--- config.mk ---
export PLATFORM = sky130hd
export DESIGN_NAME = overlay_frame_ctrl
export DESIGN_NICKNAME = d
export VERILOG_FILES = /design/src/rtl/overlay_frame_ctrl.sv
export SDC_FILE = /design/constraint.sdc
export NUM_CORES = 1
export LEC_CHECK = 0
export ABC_CLOCK_PERIOD_IN_PS = 15150
export BUFFER_PORTS_ARGS = -buffer_cell sky130_fd_sc_hd__buf_2
export CAP_MARGIN = 40
export CORE_UTILIZATION = 27
export CTS_BUF_LIST = sky130_fd_sc_hd__clkbuf_2 sky130_fd_sc_hd__clkbuf_4 sky130_fd_sc_hd__clkbuf_8
export CTS_CLUSTER_DIAMETER = 150
export DETAILED_ROUTE_END_ITERATION = 10
export PLACE_DENSITY = 0.43
export REMOVE_ABC_BUFFERS = 1
export SKIP_LAST_GASP = 1
export SLEW_MARGIN = 0
export SYNTH_ARGS = -nofsm -noshare
export SYNTH_HDL_FRONTEND = slang
export SYNTH_SLANG_ARGS = --single-unit
--- constraint.sdc ---
create_clock -name clk -period 15.15 [get_ports clk]
set_clock_uncertainty 0.2 [all_clocks]
set_input_delay 2.2725 -clock clk [delete_from_list [all_inputs] [get_ports clk]]
set_output_delay 2.2725 -clock clk [all_outputs]
set_load 0.05 [all_outputs]
--- src/rtl/overlay_frame_ctrl.sv ---
// Frame-synchronous detection-box overlay scheduler: round-robin update intake,
// VSync-aligned commit, stale-box ageing and BCD detection count. Option: OVERLAY_CLAMP_EN.
module overlay_frame_ctrl #(
  parameter logic [10:0] X_MAX       = 11'd1279,
  parameter logic [9:0]  Y_MAX       = 10'd719,
  parameter logic [7:0]  HOLD_FRAMES = 8'd30
) (
  input  logic        clk,
  input  logic        rst_n,
  input  logic        vsync,
  input  logic [2:0]  req_valid,
  output logic [2:0]  req_ready,
  input  logic [32:0] req_left,
  input  logic [32:0] req_right,
  input  logic [29:0] req_top,
  input  logic [29:0] req_bottom,
  output logic [10:0] left1,
  output logic [10:0] right1,
  output logic [9:0]  top1,
  output logic [9:0]  bottom1,
  output logic [10:0] left2,
  output logic [10:0] right2,
  output logic [9:0]  top2,
  output logic [9:0]  bottom2,
  output logic [10:0] left3,
  output logic [10:0] right3,
  output logic [9:0]  top3,
  output logic [9:0]  bottom3,
  output logic [2:0]  box_vis,
  output logic [3:0]  num1,
  output logic [3:0]  num2,
  output logic [3:0]  num3,
  output logic [3:0]  num4,
  output logic        coord_err
);

  localparam logic [10:0] HID_X = 11'h7FF;
  localparam logic [9:0]  HID_Y = 10'h3FF;

  typedef enum logic [1:0] {S_RUN, S_COMMIT, S_AGE} state_t;

  state_t      r_state;
  state_t      w_state_next;
  logic        r_vsync_d;
  logic        w_vs_rise;
  logic [1:0]  r_rr_ptr;
  logic        r_err;
  logic [3:0]  r_cnt [4];
  logic [3:0]  r_num [4];
  logic [3:0]  w_cnt_inc [4];
  logic        w_carry;

  logic        w_gnt_found;
  logic [1:0]  w_gnt_idx;
  logic [1:0]  w_ptr_next;
  logic [2:0]  w_sum;
  logic [1:0]  w_cand;
  logic [10:0] w_sel_l, w_sel_r, w_r_eff;
  logic [9:0]  w_sel_t, w_sel_b, w_b_eff;
  logic        w_legal;

  logic [10:0] w_o_l [3];
  logic [10:0] w_o_r [3];
  logic [9:0]  w_o_t [3];
  logic [9:0]  w_o_b [3];
  logic [2:0]  w_vis;

  assign w_vs_rise = vsync & ~r_vsync_d;

  always_comb begin
    w_state_next = r_state;
    case (r_state)
      S_RUN:    if (w_vs_rise) w_state_next = S_COMMIT;
      S_COMMIT: w_state_next = S_AGE;
      S_AGE:    w_state_next = S_RUN;
      default:  w_state_next = S_RUN;
    endcase
  end

  // Round-robin search starting at the pointer; a VSync edge suppresses all grants.
  always_comb begin
    w_gnt_found = 1'b0;
    w_gnt_idx   = 2'd0;
    w_sum       = 3'd0;
    w_cand      = 2'd0;
    if (rst_n && (r_state == S_RUN) && !w_vs_rise) begin
      for (int k = 0; k < 3; k++) begin
        w_sum  = {1'b0, r_rr_ptr} + 3'(k);
        w_cand = (w_sum >= 3'd3) ? 2'(w_sum - 3'd3) : w_sum[1:0];
        if (!w_gnt_found && req_valid[w_cand]) begin
          w_gnt_found = 1'b1;
          w_gnt_idx   = w_cand;
        end
      end
    end
  end

  assign req_ready  = w_gnt_found ? (3'b001 << w_gnt_idx) : 3'b000;
  assign w_ptr_next = (w_gnt_idx == 2'd2) ? 2'd0 : w_gnt_idx + 2'd1;

  always_comb begin
    case (w_gnt_idx)
      2'd1: begin
        w_sel_l = req_left[21:11];  w_sel_r = req_right[21:11];
        w_sel_t = req_top[19:10];   w_sel_b = req_bottom[19:10];
      end
      2'd2: begin
        w_sel_l = req_left[32:22];  w_sel_r = req_right[32:22];
        w_sel_t = req_top[29:20];   w_sel_b = req_bottom[29:20];
      end
      default: begin
        w_sel_l = req_left[10:0];   w_sel_r = req_right[10:0];
        w_sel_t = req_top[9:0];     w_sel_b = req_bottom[9:0];
      end
    endcase
  end

`ifdef OVERLAY_CLAMP_EN
  assign w_r_eff = (w_sel_r > X_MAX) ? X_MAX : w_sel_r;
  assign w_b_eff = (w_sel_b > Y_MAX) ? Y_MAX : w_sel_b;
`else
  assign w_r_eff = w_sel_r;
  assign w_b_eff = w_sel_b;
`endif

  assign w_legal = (w_sel_l <= w_r_eff) && (w_sel_t <= w_b_eff) &&
                   (w_r_eff <= X_MAX) && (w_b_eff <= Y_MAX);

  // Ripple-carry BCD increment; 9999 rolls over to 0000.
  always_comb begin
    w_carry = 1'b1;
    for (int d = 0; d < 4; d++) begin
      w_cnt_inc[d] = r_cnt[d];
      if (w_carry) begin
        if (r_cnt[d] == 4'd9) begin
          w_cnt_inc[d] = 4'd0;
        end else begin
          w_cnt_inc[d] = r_cnt[d] + 4'd1;
          w_carry      = 1'b0;
        end
      end
    end
  end

  always_ff @(posedge clk or negedge rst_n) begin
    if (!rst_n) begin
      r_state   <= S_RUN;
      r_vsync_d <= 1'b0;
      r_rr_ptr  <= 2'd0;
      r_err     <= 1'b0;
      for (int d = 0; d < 4; d++) begin
        r_cnt[d] <= 4'd0;
        r_num[d] <= 4'd0;
      end
    end else begin
      r_state   <= w_state_next;
      r_vsync_d <= vsync;
      if (w_gnt_found) begin
        r_rr_ptr <= w_ptr_next;
        if (w_legal) r_cnt <= w_cnt_inc;
        else         r_err <= 1'b1;
      end
      if (r_state == S_COMMIT) r_num <= r_cnt;
    end
  end

  generate
    for (genvar gi = 0; gi < 3; gi++) begin : gen_box
      logic [10:0] r_sh_l, r_sh_r, r_o_l, r_o_r;
      logic [9:0]  r_sh_t, r_sh_b, r_o_t, r_o_b;
      logic        r_pend, r_vis, r_refr;
      logic [7:0]  r_age;
      logic        w_wr;

      assign w_wr = w_gnt_found && w_legal && (w_gnt_idx == 2'(gi));

      always_ff @(posedge clk or negedge rst_n) begin
        if (!rst_n) begin
          r_sh_l <= HID_X; r_sh_r <= HID_X; r_sh_t <= HID_Y; r_sh_b <= HID_Y;
          r_o_l  <= HID_X; r_o_r  <= HID_X; r_o_t  <= HID_Y; r_o_b  <= HID_Y;
          r_pend <= 1'b0;
          r_vis  <= 1'b0;
          r_refr <= 1'b0;
          r_age  <= 8'd0;
        end else begin
          if (w_wr) begin
            r_sh_l <= w_sel_l; r_sh_r <= w_r_eff;
            r_sh_t <= w_sel_t; r_sh_b <= w_b_eff;
            r_pend <= 1'b1;
          end
          if (r_state == S_COMMIT) begin
            r_refr <= r_pend;
            if (r_pend) begin
              r_o_l <= r_sh_l; r_o_r <= r_sh_r; r_o_t <= r_sh_t; r_o_b <= r_sh_b;
              r_vis  <= 1'b1;
              r_age  <= 8'd0;
              r_pend <= 1'b0;
            end
          end else if ((r_state == S_AGE) && r_vis && !r_refr) begin
            // Hidden boxes are not aged, so age never runs past HOLD_FRAMES.
            if (r_age + 8'd1 == HOLD_FRAMES) begin
              r_o_l <= HID_X; r_o_r <= HID_X; r_o_t <= HID_Y; r_o_b <= HID_Y;
              r_vis <= 1'b0;
              r_age <= 8'd0;
            end else begin
              r_age <= r_age + 8'd1;
            end
          end
        end
      end

      assign w_o_l[gi] = r_o_l;
      assign w_o_r[gi] = r_o_r;
      assign w_o_t[gi] = r_o_t;
      assign w_o_b[gi] = r_o_b;
      assign w_vis[gi] = r_vis;
    end
  endgenerate

  assign left1 = w_o_l[0]; assign right1 = w_o_r[0]; assign top1 = w_o_t[0]; assign bottom1 = w_o_b[0];
  assign left2 = w_o_l[1]; assign right2 = w_o_r[1]; assign top2 = w_o_t[1]; assign bottom2 = w_o_b[1];
  assign left3 = w_o_l[2]; assign right3 = w_o_r[2]; assign top3 = w_o_t[2]; assign bottom3 = w_o_b[2];
  assign box_vis   = w_vis;
  assign num1      = r_num[0];
  assign num2      = r_num[1];
  assign num3      = r_num[2];
  assign num4      = r_num[3];
  assign coord_err = r_err;

endmodule

# Yosys cells after proc, flatten, opt, wreduce, memory -nomap -nowiden
# Index checks and enable logic that the tools add are counted.
# word_totals
register_bits	323
inputBits	132
word_cells	237
# classes
add_sub_neg	13
magnitude_cmp	10
n_eq_ne	15
shift	1
n_mux	105
n_bitwise	3
n_reduce_logical	42
# op_table
op	count
11-bit 2-to-1 mux	18
10-bit 2-to-1 mux	18
8-bit 2-to-1 mux	12
11-bit one-hot mux with 2 select lines	2
10-bit one-hot mux with 2 select lines	2
1-bit 2-to-1 mux	35
8-bit by 1-bit adder with 8-bit output (second input constant)	3
8-bit by 5-bit equality test with 1-bit output (second input constant)	3
2-bit 2-to-1 mux	9
3-bit AND reduction	6
1-bit logical AND	17
4-bit by 1-bit adder with 4-bit output (second input constant)	4
4-bit equality test (second input constant)	4
4-bit 2-to-1 mux	4
2-bit nonzero test	6
11-bit less-or-equal comparator	1
11-bit less-or-equal comparator (second input constant)	1
10-bit less-or-equal comparator	1
10-bit less-or-equal comparator (second input constant)	1
2-bit AND reduction	5
2-bit by 3-bit less-than comparator with 1-bit output (second input constant)	3
2-bit != test (second input constant)	4
1-bit binary-select mux with 2-bit select	3
3-bit by 2-bit >= comparator with 1-bit output (second input constant)	2
14 further kinds	25

# Logic depth before layout (Yosys ltp)
# Gate-level depths: netlist (run 1).
# logic_depth
depth_word	25
depth_mapped	27
depth_no_buf	21

# Worst setup path before layout (run 1)
# OpenSTA, ideal clock, no wires.
# synth_timing
path_type	input -> output
startpoint	input port req_valid[1]
endpoint	output port req_ready[2]
arrival_ps	4374
required_time_ps	12678
path_slack_ps	8304
path_stages	12
path_buffers	3
path_cell_list	inv_1 -> and4_1 -> a31oi_1 -> a21oi_1 -> a41oi_1 -> o221ai_1 -> inv_1 -> ha_1 -> buf_2 -> buf_2 -> clkbuf_1 -> and2_1
# synth_via
elab_chain_len	14
# synth_lines
element	line_no	rtl
start, declared	11	input logic [2:0] req_valid,
1-bit binary-select mux with 2-bit select	90	if (!w_gnt_found && req_valid[w_cand]) begin
1-bit 2-to-1 mux (implied by the code)	90	
1-bit 2-to-1 mux	90	
1-bit 2-to-1 mux	86	if (rst_n && (r_state == S_RUN) && !w_vs_rise) begin
1-bit zero test	90	
1-bit logical AND	90	
1-bit 2-to-1 mux	90	
1-bit 2-to-1 mux	86	
1-bit zero test	90	
1-bit logical AND	90	
2-bit 2-to-1 mux	90	
2-bit 2-to-1 mux	86	
1-bit by 2-bit left shift with 3-bit output	98	assign req_ready = w_gnt_found ? (3'b001 << w_gnt_idx) : 3'b000;
3-bit 2-to-1 mux (*)	98	
end, declared	12	output logic [2:0] req_ready,
# Every way passes the cells marked *; elsewhere a longest branch is shown, timed or not. The select of a mux whose other input is x is not followed.

# Final worst setup path (run 1)
# layout_timing
startpoint	input port req_valid[1]
endpoint	register gen_box[0].r_sh_b[2]
# layout_via
elab_chain_len	20
# layout_lines
element	line_no	rtl
1-bit binary-select mux with 2-bit select	90	
1-bit 2-to-1 mux (implied by the code)	90	
1-bit 2-to-1 mux	90	
1-bit 2-to-1 mux	86	
1-bit zero test	90	
1-bit logical AND	90	
1-bit 2-to-1 mux	90	
1-bit 2-to-1 mux	86	
[... 2 more ...]	--	
2-bit 2-to-1 mux	90	
2-bit 2-to-1 mux	86	
2-bit equality test or 2-bit by 1-bit equality test with 1-bit output (tied branches)	102	case (w_gnt_idx)
11-bit one-hot mux with 2 select lines or 10-bit one-hot mux with 2 select lines (tied branches)	102	
11-bit less-or-equal comparator or 10-bit less-or-equal comparator (tied branches)	126	assign w_legal = (w_sel_l <= w_r_eff) && (w_sel_t <= w_b_eff) &&
1-bit logical AND (2 in a row)	126	
1-bit logical AND	127	(w_r_eff <= X_MAX) && (w_b_eff <= Y_MAX);
1-bit logical AND (2 in a row)	175	assign w_wr = w_gnt_found && w_legal && (w_gnt_idx == 2'(gi));
end signal, assigned	188	r_sh_t <= w_sel_t; r_sh_b <= w_b_eff;
end, declared	170	logic [9:0] r_sh_t, r_sh_b, r_o_t, r_o_b;
# Parallel ways exist; a longest one is shown, timed or not. The select of a mux whose other input is x is not followed.
# A chain may end at the register's enable or synchronous reset.

==> summary by stage, run 1 <==
Run status
The flow ran to the end, and the final reports show no timing, DRC or antenna violations.

Logic synthesis
The library cell with the largest summed area after synthesis is sky130_fd_sc_hd__dfstp_2. Of all flip-flops after synthesis, the portion carrying an async set or reset was 100.0%. By count the netlist is led by sky130_fd_sc_hd__dfstp_2, sky130_fd_sc_hd__o22a_1, sky130_fd_sc_hd__nand2_1. The cell count after synthesis is 1185. A synthesized cell averages 12.31 µm². The share of synthesized area in the top cell type comes to 45.40%.

Synthesis instantiated 64 different standard cells from the library. In the synthesized netlist the dominant register cell turns out to be sky130_fd_sc_hd__dfstp_2. The fraction of the yosys area taken by sequential cells is 57.58%. Synthesis inferred 323 register bits. The summed instance area of the synthesized netlist is 14590 µm².

Yosys attributes the largest share of cell area to sky130_fd_sc_hd__dfstp_2, sky130_fd_sc_hd__dfrtp_1, sky130_fd_sc_hd__o22a_1. The dominant cell by count in the synthesized netlist is sky130_fd_sc_hd__dfstp_2. In this run, synthesis inferred 0 flip-flops with an integrated enable. The warning count from the yosys run is 0.

Routing
For this run, design rule violations remaining after detail routing come to 0. The average wire per cell in the routed design is between 15 and 20 µm. Wires add up to between 40 and 50 mm. The DRC marker count from the first detailed-route iteration is 457. Dividing the detail-routed via count by the number of cells gives between 4 and 5. Before antenna repair, the detailed router went through 4 iterations. The remaining antenna violation count after routing is 0. Across all layers, the routed design uses 10570 vias.

Worst setup path
The slowest cell on the critical path is sky130_fd_sc_hd__o21ai_0. The critical path ends at gen_box[0].r_sh_b[2]. The worst setup path is launched from an input port.

The signal on the critical path passes through buf_2, inv_1, and4_1, a31oi_1, a21oi_1, a41oi_1, o221ai_1, inv_1, ha_2, buf_4, a22oi_1, o21ai_0, inv_1, ha_1, nand4_1, o21bai_1, a31oi_1, o21ai_0, nand2_1, nor3_4, buf_4, mux2_2. The number of buffer and inverter instances along the worst setup path is 6. The required time of the critical path is between 15000 and 20000 ps.

The cell family contributing the most delay on the critical path is compound AO/OA/AOI/OAI gates. The worst setup slack for register-to-register paths is 7810 ps. The worst register-to-register path ends at gen_box[0].r_sh_b[2].

Of all nets on the critical path, the largest fanout is 29. The cell repeated most along the worst path is sky130_fd_sc_hd__inv_1. The worst stage delay on the critical path is between 600 and 700 ps. The critical path class is input port to flip-flop. In this run the number of cells on the critical path is 22. STA classifies the critical path endpoint as a flip-flop. Data arrives at the worst endpoint at 8520 ps. The most critical setup path has its startpoint at req_valid[1]. The critical register-to-register path startpoint is r_rr_ptr[0]. The worst-case reg-to-reg path depth is 23.

Hold path
The worst hold path begins at r_state[0]. The path class of the tightest hold or removal check is flip-flop to flip-flop.

Global route
The total overflow reported by the global router is 0. The number of global-route vias before repair was around 11000. The initial antenna violation count is 1.

Entering global routing, the biggest net connects 68 pins. The first-pass GRT wire length is 66.26 mm. Global routing used 16.02% of the available tracks.

Floorplanning
The die covers 54950 µm². between 200 and 300 I/O pins were placed. The core area is between 50000 and 60000 µm².

The floorplan has 84 rows. The overall die height is about 230 µm. In this run the horizontal extent of the chip is between 200 and 250 µm. The initial utilization of the core area, before any placement, comes to 27.53%.

Final layout
After the flow finishes, the layout carries non-filler instances totaling 2227. At the end of the flow, the number of nets in the layout was 1655. The layout overhead on the synthesized area is 25.50%.

The proportion of layout cells with a drive suffix above 1 is between 50 and 60%.

Clocking
Clock latency on the worst-skew pair, taken at its later pin, is 650 ps. In this run the number of H-tree levels came out at 2. The number of post-CTS setup repair buffers is 0. Clock tree synthesis selected as its root buffer the cell sky130_fd_sc_hd__clkbuf_8. The TritonCTS clock tree is yes. The register clock-pin slew on the reported worst setup and hold paths is 60 ps. The total CTS buffers is 59.

The buffer levels on the longest clock path is 3. The number of gates resized after CTS is 0. The clock drives 323 sinks. Buffers inserted to repair hold after CTS numbered 0.

Place
Port buffering added 280 buffers. Once placement completed, the tool counted placed cells totaling 2118. After legalization and detailed placement, the total HPWL measured 29.43 mm.

The global placement routability congestion is 0.7623. The pre-CTS setup slack is slightly above 6000 ps.

Timing
Setup repair after global routing left no endpoint under its margin. At the pin with the least slew margin, the transition time is 955.3 ps. The count of final hold-check violations was 0. The total count of max-transition violations in the final report is 0. The maximum achievable frequency is 0.1226 GHz.

Headroom to the max-slew limit came out at 35.64%. Setup violations remaining at the end of the flow were counted as 0. Setup slack on the critical path of the routed design comes to 6994 ps. The final critical path takes up a little over half of the cycle. The time the worst path needs with I/O delays and setup is slightly above 8000 ps.

After routing, the total negative slack on setup checks comes to 0 ps.

Power and ir drop
In this run the power density over the cells is 229.1 nW/µm². In this run the static leakage power is 8.172 nW. The maximum ir drop on the vdd rail is 94.37 µV. After layout, the design draws a total of between 4 and 5 mW.

Flow run
The number of maximum-capacitance constraint violations is 0.
cell families (layout without fill, tap and decap cells):
logic type | Yosys count | in the layout | share of synthesized area [%]
buffers and inverters | 118 | 471 | 3.466
other | 0 | 1 | 0
multiplexers | 134 | 134 | 11.34
AO/OA/AOI/OAI | 313 | 313 | 15.63
XOR/XNOR | 15 | 15 | 0.9008
AND/OR/NAND/NOR | 249 | 249 | 8.270
flip-flops | 323 | 323 | 57.58
adder cells (fa/ha/maj) | 33 | 33 | 2.814
per-stage QoR:
| stage | area [µm²] | utilization, % | hold WS (ps) |
|---|---|---|---|
| floorplan | 14240 | - | 240.8 |
| global placement | 16790 | 31.70 | 253.3 |
| detailed placement | 17010 | 32.10 | 266.7 |
| CTS | 18300 | 34.55 | 275.7 |
| global route | 18300 | 34.55 | 296.5 |
| finish | 18300 | 34.55 | 275.2 |
state kept, by name (all words and copies together) (netlist names), 16 cells and up:
register and cells:
gen_box.r_sh_r 33, gen_box.r_sh_b 30, gen_box.r_sh_l 33, gen_box.r_age 24, r_cnt 16, gen_box.r_sh_t 30
cell type report:
type,instances,area (µm²)
antenna,1,2.502
clock buffer,96,1202
clock inverter,12,93.84
fill,5336,34670
inverter,44,165.2
multi-input combinational,744,5732
sequential,323,8398
tap,688,860.8
timing repair buffer,319,1849
report_power, final:
part	internal [mW]	switching (mW)	total [mW]
logic	0.514	1.18	1.69
registers	1.39	0.214	1.61
clock network	0.517	0.376	0.894
total	2.42	1.77	4.19
worst reg2reg max path: stages, from the launching register on:
cell and delay (ps):
sky130_fd_sc_hd__dfrtp_1 380, sky130_fd_sc_hd__inv_1 70, sky130_fd_sc_hd__ha_1 380, sky130_fd_sc_hd__inv_1 180
sky130_fd_sc_hd__and4_1 190, sky130_fd_sc_hd__a31oi_1 150, sky130_fd_sc_hd__a21oi_1 60, sky130_fd_sc_hd__a41oi_1 210
sky130_fd_sc_hd__o221ai_1 310, sky130_fd_sc_hd__inv_1 130, sky130_fd_sc_hd__ha_2 520, sky130_fd_sc_hd__buf_4 450
sky130_fd_sc_hd__a22oi_1 160, sky130_fd_sc_hd__o21ai_0 650, sky130_fd_sc_hd__inv_1 110, sky130_fd_sc_hd__ha_1 350
sky130_fd_sc_hd__nand4_1 120, sky130_fd_sc_hd__o21bai_1 120, sky130_fd_sc_hd__a31oi_1 90, sky130_fd_sc_hd__o21ai_0 580
sky130_fd_sc_hd__nand2_1 510, sky130_fd_sc_hd__nor3_4 470, sky130_fd_sc_hd__buf_4 460, sky130_fd_sc_hd__mux2_2 400
cell usage in the layout (no fill, tap or decap), types with 6 or more instances in the layout:
cell type	instances
sky130_fd_sc_hd__ha_1	30
sky130_fd_sc_hd__nand3_1	22
sky130_fd_sc_hd__dfrtp_1	71
sky130_fd_sc_hd__nor2b_1	9
sky130_fd_sc_hd__clkinv_2	8
sky130_fd_sc_hd__clkbuf_8	77
sky130_fd_sc_hd__dfstp_2	252
sky130_fd_sc_hd__nand4_1	7
sky130_fd_sc_hd__a22oi_1	41
sky130_fd_sc_hd__nand2_1	119
sky130_fd_sc_hd__mux2_4	39
sky130_fd_sc_hd__o21ai_0	86
sky130_fd_sc_hd__xor2_1	6
sky130_fd_sc_hd__nand2b_1	7
sky130_fd_sc_hd__xnor2_1	9
sky130_fd_sc_hd__and3_1	12
sky130_fd_sc_hd__nor3_1	8
sky130_fd_sc_hd__buf_4	31
sky130_fd_sc_hd__nor2_1	26
sky130_fd_sc_hd__inv_1	43
sky130_fd_sc_hd__clkbuf_4	19
sky130_fd_sc_hd__mux2_2	91
sky130_fd_sc_hd__buf_2	279
sky130_fd_sc_hd__o22a_1	126
sky130_fd_sc_hd__a21oi_1	16
sky130_fd_sc_hd__buf_16	6
layer usage:
layer  GRT usage (%)  vias to the layer above  part of all wire [%]  routed length, µm
met1           21.14                     5310                    46              20150
met2           26.36                      244                    48              20940
met3           2.774                       64                   4.2               1854
met4           5.605                        0                   2.5               1084
met5               0                        -                     0                  0
li1                -                     4955                     -                  -
worst min path at each step:
stage                         to  cells after the start
2_1_floorplan  gen_box[1].r_refr                      2
3_3_place_gp   gen_box[1].r_refr                      2
3_5_place_dp   gen_box[1].r_refr                      2
4_1_cts               r_state[0]                      1
5_1_grt                 r_cnt[8]                      1
6_report              r_state[0]                      1
Note: power is estimated with default switching activity, not from simulation.
==> inputs of run 2 (changes only) <==
--- a/config.mk
+++ b/config.mk
@@ -5,14 +5,14 @@
 export SDC_FILE = /design/constraint.sdc
 export NUM_CORES = 1
 export LEC_CHECK = 0
-export ABC_CLOCK_PERIOD_IN_PS = 15150
+export ABC_CLOCK_PERIOD_IN_PS = 7350
 export BUFFER_PORTS_ARGS = -buffer_cell sky130_fd_sc_hd__buf_2
 export CAP_MARGIN = 40
 export CORE_UTILIZATION = 27
 export CTS_BUF_LIST = sky130_fd_sc_hd__clkbuf_2 sky130_fd_sc_hd__clkbuf_4 sky130_fd_sc_hd__clkbuf_8
 export CTS_CLUSTER_DIAMETER = 150
 export DETAILED_ROUTE_END_ITERATION = 10
-export PLACE_DENSITY = 0.43
+export PLACE_DENSITY = 0.44
 export REMOVE_ABC_BUFFERS = 1
 export SKIP_LAST_GASP = 1
 export SLEW_MARGIN = 0
==> constraint.sdc (replaced) <==
create_clock -name clk -period 7.35 [get_ports clk]
set_clock_uncertainty 0.2 [all_clocks]
set_input_delay 1.1025 -clock clk [delete_from_list [all_inputs] [get_ports clk]]
set_output_delay 1.1025 -clock clk [all_outputs]
set_load 0.05 [all_outputs]
==> run 2 against run 1 <==
  * Cell count is essentially flat
  * Critical endpoint is now gen_box[1].r_sh_t[5]
  * Combinational power rose by 110%
  * Utilization fell by 0.18 points
  * Critical path depth stayed put
  * Global-route usage increased by 0.17 points
  * First-iteration DRC count is 3.9% higher
  * Routed wire length decreased by 0.46%
  * Setup slack got worse by 6200 ps
  * Via count is 0.37% lower
  * Die area unchanged
  * Sequential power rose by 100%
==> summary by stage, run 2 (same netlist as run 1, synthesis figures left out) <==
Run status
Result of the run: finished, final reports clean (unchanged).

Clocking
The number of gates resized after CTS is 0 (unchanged). The library cell used as clock root buffer is sky130_fd_sc_hd__clkbuf_8 (unchanged). The number of post-CTS setup repair buffers is 0 (unchanged). The total CTS buffers came to 56 (was 59). The worst-skew pair later-pin latency is 630 ps (was 650 ps). The TritonCTS clock tree is yes (unchanged). The H-tree depth reported by CTS is 2 (unchanged). The buffer levels on the longest clock path is 3 (unchanged).

The hold-fix buffer count after cts is 0 (unchanged). The register clock-pin slew on the reported worst setup and hold paths is 70 ps (was 60 ps). The CTS sink count is 323 (unchanged).

Timing
RSZ-0062 raised after global routing: no (unchanged). The headroom to the max-slew limit is 39.08% (was 35.64%). The worst hold slack across all endpoints was 269.5 ps (was 275.2 ps). After layout, the worst path uses 89.60% of the clock period. The total negative slack for setup checks is 0 ps (unchanged). The count of final hold-check violations is 0 (unchanged). Based on the critical path, the design can be clocked at up to 0.1519 GHz.

The worst-margin pin slew is 913.9 ps (was 955.3 ps). Subtracting the final worst setup slack from the clock period gives about 6600 ps. The total count of max-transition violations in the final report is 0 (unchanged). The number of endpoints failing setup at the final stage is 0 (unchanged).

Worst setup path
The critical path class is flip-flop to flip-flop (was input port to flip-flop). Critical path, cell by cell: inv_1, ha_1, inv_1, and4_1, a31oi_1, a21oi_1, a41oi_1, o221ai_1, inv_1, ha_2, buf_4, a22oi_1, o21ai_0, inv_1, ha_1, nand2_1, or4_1, mux2i_1, o211a_1, nand3_4, buf_12, mux2_2 (was buf_2, inv_1, and4_1, a31oi_1, a21oi_1, a41oi_1, o221ai_1, inv_1, ha_2, buf_4, a22oi_1, o21ai_0, inv_1, ha_1, nand4_1, o21bai_1, a31oi_1, o21ai_0, nand2_1, nor3_4, buf_4, mux2_2). The biggest fanout along the worst timing path was 29 (unchanged). The endpoint of the worst-slack reg-to-reg timing path is gen_box[1].r_sh_t[5] (was gen_box[0].r_sh_b[2]).

The cell family contributing the most delay on the critical path is compound AO/OA/AOI/OAI gates (unchanged). The cell repeated most along the worst path is sky130_fd_sc_hd__inv_1 (unchanged). The number of buffer and inverter instances along the worst setup path is 6 (unchanged).

The critical path capture point type is a flip-flop (unchanged). The worst setup slack for register-to-register paths is 760 ps (was 7810 ps). The worst-case reg-to-reg path depth is 22 (was 23). The worst stage delay on the critical path came to 660 ps (was 650 ps). The required time of the critical path is 7710 ps (was 15510 ps). The launching element type of the critical path is a flip-flop (was input port). The slowest cell on the critical path is sky130_fd_sc_hd__o21ai_0 (unchanged). The data arrival time of the critical path came to 6940 ps (was 8520 ps). The critical register-to-register path startpoint was r_rr_ptr[0] (unchanged).

Final layout
Highest-count cells in the layout ignoring fill and taps: sky130_fd_sc_hd__buf_2, sky130_fd_sc_hd__dfstp_2, sky130_fd_sc_hd__o22a_1, sky130_fd_sc_hd__nand2_1, sky130_fd_sc_hd__mux2_2 (unchanged). The final net count is 1653 (was 1655). The storage element area is 8398 µm² (unchanged). Registers with the highest flip-flop counts: gen_box.r_sh_l x33, gen_box.r_sh_r x33 (unchanged). The count of placed standard cells in the final layout, fillers left out is 2225 (was 2227). The proportion of layout cells with a drive suffix above 1 came to 53.65% (was 53.71%). The layout overhead on the synthesized area is 24.85% (was 25.50%). The number of fill cells in the layout is 5359 (was 5336). The multi-input combinational cell area is 5732 µm² (unchanged).

The most common cell after layout, fill and taps aside is sky130_fd_sc_hd__buf_2 (unchanged).

Global route
The first-pass GRT wire length came to 66.92 mm (was 66.26 mm). The largest net degree at the start of global routing came to 163 (was 68). The total routing usage reported by global routing was 16.19% (was 16.02%). The number of global-route vias before repair is 10790 (was 10700).

The initial antenna violation count is 3 (was 1). The total overflow reported by the global router came to 0 (unchanged).

Floorplanning
The die area came to 54950 µm² (unchanged). The number of top-level pins is 281 (unchanged). The number of standard-cell rows in the floorplan is 84 (unchanged). The core area is 52970 µm² (unchanged). The overall die height came to 234.4 µm (unchanged). The width of the die is 234.4 µm (unchanged). The initial core utilization came to 27.53% (unchanged).

Power and ir drop
The total power per unit cell area came to 474.3 nW/µm² (was 229.1 nW/µm²). The static leakage came to 8.136 nW (was 8.172 nW). The maximum ir drop on the vdd rail is 222.5 µV (was 94.37 µV).

Routing
The average wire per cell in the routed design was 19.70 µm (was 19.77 µm). The number of optimization iterations in the first detailed-route pass was 5 (was 4). The remaining antenna violation count after routing is 0 (unchanged).

The DRC marker count from the first detailed-route iteration is 475 (was 457). The final wirelength came to 43.83 mm (was 44.03 mm). The average via count per standard cell is 4.734 (was 4.748). The via count of the routed design is 10530 (was 10570). The residual DRC count is 0 (unchanged).

Hold path
The origin of the worst min-delay path is gen_box[1].r_refr (was r_state[0]). The worst hold path class is flip-flop to flip-flop (unchanged). The worst hold path endpoint was gen_box[1].r_refr (was r_state[0]). The count of cells along the worst hold path was 2 (was 1).

Place
The global placement routability congestion was 0.7546 (was 0.7623). The number of placed cells counting well taps was 2119 (was 2118). The port buffer count came to 280 (unchanged). The detailed placement HPWL came to 29.05 mm (was 29.43 mm).

Flow run
The number of maximum-capacitance constraint violations is 0 (unchanged).
-- run 2: changes by cell type in the layout (fill, tap and decap cells not counted), moves of 2 or more --
cell,change
sky130_fd_sc_hd__buf_16,-4
sky130_fd_sc_hd__buf_4,+3
sky130_fd_sc_hd__clkbuf_4,+2
sky130_fd_sc_hd__clkbuf_8,-5
-- run 2: report_power, final --
part | switching, mW | internal, mW
sequential | 0.429 | 2.87
clock | 0.769 | 1.06
combinational | 2.44 | 1.07
-- run 2: per-layer routing --
| layer | track usage [%] | share of wire [%] | up-vias | routed length [µm] |
|---|---|---|---|---|
| met5 | 0 | 0.052 | - | 23 |
| met3 | 3.391 | 4.5 | 69 | 1967 |
| met4 | 4.778 | 2.2 | 4 | 943 |
| met2 | 26.37 | 47 | 242 | 20740 |
| met1 | 21.56 | 46 | 5276 | 20160 |
| li1 | - | - | 4943 | - |
-- run 2: cell type report --
| type | count | share of cell area [%] |
|---|---|---|
| flip-flops and latches | 323 | 46.12 |
| multi-input cells | 744 | 31.48 |
| repair buffers | 320 | 9.812 |
| clock buffers | 93 | 6.308 |
| well taps | 688 | 4.727 |
| inverters | 44 | 0.9070 |
| clock inverters | 12 | 0.6390 |
| diodes | 1 | 0.01374 |
-- run 2: tightest hold or removal path, cell delays in order (launching register included) --
cell and delay [ps]:
sky130_fd_sc_hd__dfrtp_1 330, sky130_fd_sc_hd__nand2_1 50, sky130_fd_sc_hd__nand2_1 50
-- run 2: stage by stage --
| stage | cell area (µm²) | power [mW] | worst slack [ps] | utilization, % |
|---|---|---|---|---|
| 3_5_place_dp | 16940 | 6.895 | 381.4 | 31.98 |
| 6_report | 18210 | 8.637 | 764.6 | 34.38 |
| 5_1_grt | 18210 | 9.149 | 152.8 | 34.38 |
| 4_1_cts | 18210 | 8.794 | 650.5 | 34.37 |
| 3_3_place_gp | 16880 | 6.846 | 465.6 | 31.87 |
| 2_1_floorplan | 14240 | 5.778 | 518.8 | - |
-- run 2: how the worst max path moves through the flow --
stage,from,endpoint,depth (start not counted),slack [ps]
after floorplan,req_valid[1],gen_box[0].r_sh_b[9],17,520
after global placement,req_valid[1],gen_box[1].r_sh_b[2],21,470
after detailed placement,req_valid[1],gen_box[1].r_sh_t[1],21,380
after CTS,r_rr_ptr[0],gen_box[1].r_sh_t[1],22,650
after global routing,r_rr_ptr[0],gen_box[0].r_sh_l[9],24,150
final,r_rr_ptr[0],gen_box[1].r_sh_t[5],22,760
==> inputs of run 3 (changes only) <==
--- a/config.mk
+++ b/config.mk
@@ -5,7 +5,7 @@
 export SDC_FILE = /design/constraint.sdc
 export NUM_CORES = 1
 export LEC_CHECK = 0
-export ABC_CLOCK_PERIOD_IN_PS = 7350
+export ABC_AREA = 1
 export BUFFER_PORTS_ARGS = -buffer_cell sky130_fd_sc_hd__buf_2
 export CAP_MARGIN = 40
 export CORE_UTILIZATION = 27
==> run 3 against run 2 <==
  * Critical path depth is 5 higher
  * Critical endpoint is now gen_box[0].r_sh_b[3]
  * Power grew 10%
  * First-iteration DRC count increased by 47%
  * Sequential share of layout area decreased by 2.1 points
  * Critical path type unchanged
==> summary by stage, run 3 <==
Logic synthesis
The most used flip-flop cell after synthesis is sky130_fd_sc_hd__dfstp_2 (unchanged). The share of the synthesized area in the top cell type is 42.74% (was 45.40%). The summed instance area of the synthesized netlist is 15490 µm² (was 14590 µm²).

Commonest cells post-synth: sky130_fd_sc_hd__nand2_1, sky130_fd_sc_hd__dfstp_2, sky130_fd_sc_hd__inv_1 (was sky130_fd_sc_hd__dfstp_2, sky130_fd_sc_hd__o22a_1, sky130_fd_sc_hd__nand2_1). The share of async-settable or async-resettable flops after synthesis is 100.0% (unchanged). The fraction of the yosys area taken by sequential cells is 54.21% (was 57.58%). The number of enable-type register cells in the synthesized netlist is 0 (unchanged). The dominant cell by count in the synthesized netlist is sky130_fd_sc_hd__nand2_1 (was sky130_fd_sc_hd__dfstp_2). The mean area per synthesized cell is 8.923 µm² (was 12.31 µm²). The library cell with the largest summed area after synthesis is sky130_fd_sc_hd__dfstp_2 (unchanged). The cell count after synthesis came to 1736 (was 1185).

The warning count from the yosys run is 0 (unchanged). Top area cells in the synthesized netlist: sky130_fd_sc_hd__dfstp_2, sky130_fd_sc_hd__dfrtp_1, sky130_fd_sc_hd__nand2_1 (was sky130_fd_sc_hd__dfstp_2, sky130_fd_sc_hd__dfrtp_1, sky130_fd_sc_hd__o22a_1). The synthesized flop and latch total is 323 (unchanged). The count of distinct cell types in the synthesized netlist is 49 (was 64).

Place
The detailed placement HPWL is 34.02 mm (was 29.05 mm). The pre-CTS setup slack is 665.5 ps (was 381.4 ps). The global placement routability congestion is 0.7715 (was 0.7546). The placement-stage cell area is 17740 µm² (was 16940 µm²).

The port buffer count is 280 (unchanged).

Run status
Result of the run: finished, final reports clean (unchanged).

Timing
The setup slack after layout is 1289 ps (was 764.6 ps). The total count of max-transition violations in the final report is 0 (unchanged). The worst hold slack across all endpoints came to 189.3 ps (was 269.5 ps). The number of endpoints failing setup at the final stage is 0 (unchanged). The count of final hold-check violations is 0 (unchanged). The time the worst path needs with I/O delays and setup is 6061 ps (was 6585 ps). The headroom to the max-slew limit came to 46.60% (was 39.08%).

The period utilization is 82.46% (was 89.60%). The total negative slack for setup checks is 0 ps (unchanged). The worst-margin pin slew was 801.0 ps (was 913.9 ps). RSZ-0062 raised after global routing: no (unchanged). The maximum achievable frequency came to 0.1650 GHz (was 0.1519 GHz).

Hold path
The worst hold path class is input port to asynchronous set/reset pin (was flip-flop to flip-flop).

Worst setup path
The depth of the critical timing path with buffers and inverters included came to 27 (was 22). The worst-case reg-to-reg path depth is 27 (was 22). The critical path capture point type is a flip-flop (unchanged). The cell family contributing the most delay on the critical path is simple AND/OR/NAND/NOR gates (was compound AO/OA/AOI/OAI gates).

The critical path class is flip-flop to flip-flop (unchanged). The worst stage delay on the critical path was 540 ps (was 660 ps). The required time of the critical path is 7720 ps (was 7710 ps). The launching element type of the critical path is a flip-flop (unchanged).

The biggest fanout along the worst timing path is 58 (was 29). The slowest cell on the critical path is sky130_fd_sc_hd__o21ai_0 (unchanged). The cell repeated most along the worst path is sky130_fd_sc_hd__inv_1 (unchanged). The number of buffer and inverter instances along the worst setup path is 8 (was 6). The data arrival time of the critical path is 6430 ps (was 6940 ps).

Floorplanning
The overall die height was 241.5 µm (was 234.4 µm). The die area is 58340 µm² (was 54950 µm²). The number of top-level pins is 281 (unchanged). The width of the die is 241.5 µm (was 234.4 µm). The core area is 56500 µm² (was 52970 µm²). The number of standard-cell rows in the floorplan is 87 (was 84). The initial core utilization came to 27.42% (was 27.53%).

Global route
The initial antenna violation count came to 1 (was 3). The total overflow reported by the global router came to 0 (unchanged). The largest net degree at the start of global routing is 80 (was 163). The first-pass GRT wire length is 78.89 mm (was 66.92 mm). The total routing usage reported by global routing is 17.45% (was 16.19%). The number of global-route vias before repair is 12990 (was 10790).

Routing
The residual DRC count is 0 (unchanged). The average via count per standard cell was 4.488 (was 4.734). The final wirelength is 50.55 mm (was 43.83 mm). The via count of the routed design is 12650 (was 10530). The DRC marker count from the first detailed-route iteration is 699 (was 475). The remaining antenna violation count after routing is 0 (unchanged). The average wire per cell in the routed design came to 17.94 µm (was 19.70 µm). The number of optimization iterations in the first detailed-route pass is 5 (unchanged).

Final layout
The final design area excluding fillers is 19090 µm² (was 18210 µm²). The proportion of layout cells with a drive suffix above 1 is 38.85% (was 53.65%). The layout overhead on the synthesized area is 23.25% (was 24.85%). The post-layout utilization of the core is 33.79% (was 34.38%). The number of fill cells in the layout was 5965 (was 5359). The most common cell after layout, fill and taps aside is sky130_fd_sc_hd__nand2_1 (was sky130_fd_sc_hd__buf_2). The multi-input combinational cell area is 6002 µm² (was 5732 µm²). The antenna diode instance count is 0 (was 1). The storage element area is 8398 µm² (unchanged). Registers with the highest flip-flop counts: gen_box.r_sh_l x33, gen_box.r_sh_r x33 (unchanged). Highest-count cells in the layout ignoring fill and taps: sky130_fd_sc_hd__nand2_1, sky130_fd_sc_hd__buf_2, sky130_fd_sc_hd__dfstp_2, sky130_fd_sc_hd__inv_1, sky130_fd_sc_hd__nand3_1 (was sky130_fd_sc_hd__buf_2, sky130_fd_sc_hd__dfstp_2, sky130_fd_sc_hd__o22a_1, sky130_fd_sc_hd__nand2_1, sky130_fd_sc_hd__mux2_2). The final net count came to 2179 (was 1653).

Clocking
The number of gates resized after CTS is 0 (unchanged). The register clock-pin slew on the reported worst setup and hold paths is 60 ps (was 70 ps). The buffer levels on the longest clock path came to 3 (unchanged). The CTS sink count is 323 (unchanged). The worst-skew pair later-pin latency came to 650 ps (was 630 ps). The number of post-CTS setup repair buffers came to 0 (unchanged). The H-tree depth reported by CTS was 2 (unchanged). The TritonCTS clock tree is yes (unchanged). The hold-fix buffer count after cts was 0 (unchanged). The library cell used as clock root buffer is sky130_fd_sc_hd__clkbuf_8 (unchanged). The total CTS buffers is 61 (was 56).

Power and ir drop
The total power per unit cell area came to 498.3 nW/µm² (was 474.3 nW/µm²). The static leakage came to 8.954 nW (was 8.136 nW). The maximum ir drop on the vdd rail is 269.9 µV (was 222.5 µV).

Flow run
The number of maximum-capacitance constraint violations is 0 (unchanged).
run 3: worst reg2reg max path: cells and delay by family (launching register included):
kind | cells | cell delay, ps
compound gates | 6 | 1490
buf+inv | 8 | 1360
fa+ha+maj | 3 | 890
flops | 1 | 380
simple gates | 10 | 1690
run 3: through the flow:
step                      cells  total power, mW
after detailed placement   2708            7.691
after CTS                  2818            9.674
after floorplan            1639            6.208
after global routing       2818            10.19
after global placement     2700            7.618
final                      2818            9.513
run 3: layer usage:
| metal | vias up | global-route usage [%] | share of wire, % |
|---|---|---|---|
| met4 | 0 | 4.852 | 2.1 |
| met2 | 305 | 28.28 | 46 |
| met1 | 6048 | 23.35 | 46 |
| li1 | 6227 | - | - |
| met3 | 66 | 3.774 | 5.2 |
| met5 | - | 0 | 0 |
run 3: worst paths after layout:
kind	slack, ps	from	to
hold reg to reg	250	r_state[0]	r_state[0]
setup reg to reg	1290	r_rr_ptr[1]	gen_box[0].r_sh_b[3]
max in group asynchronous	4230	rst_n	num1[2]
hold / removal	190	rst_n	gen_box[1].r_pend
min in group clk	250	r_state[0]	r_state[0]
setup / recovery	1290	r_rr_ptr[1]	gen_box[0].r_sh_b[3]
run 3: layout make-up:
type,count,area share [%]
inverters,152,2.995
flip-flops and latches,323,43.99
clock inverters,3,0.2294
repair buffers,313,9.568
well taps,756,4.954
multi-input cells,1164,31.44
clock buffers,107,6.829
run 3: where the power goes:
| group | internal (mW) | switching [mW] | leakage [nW] | total [mW] |
|---|---|---|---|---|
| sequential | 2.80 | 0.383 | 3.57 | 3.18 |
| combinational | 1.16 | 3.25 | 4.66 | 4.41 |
| clock | 1.13 | 0.787 | 0.722 | 1.92 |
| total | 5.09 | 4.42 | 8.95 | 9.51 |
run 3: logic make-up after synthesis:
kind of cell    after synthesis  synth area share (%)
xor+xnor                     22                 1.244
buf+inv                     249                 7.382
simple gates                796                 22.91
fa+ha+maj                    32                 2.585
compound gates              314                 11.67
flops                       323                 54.21
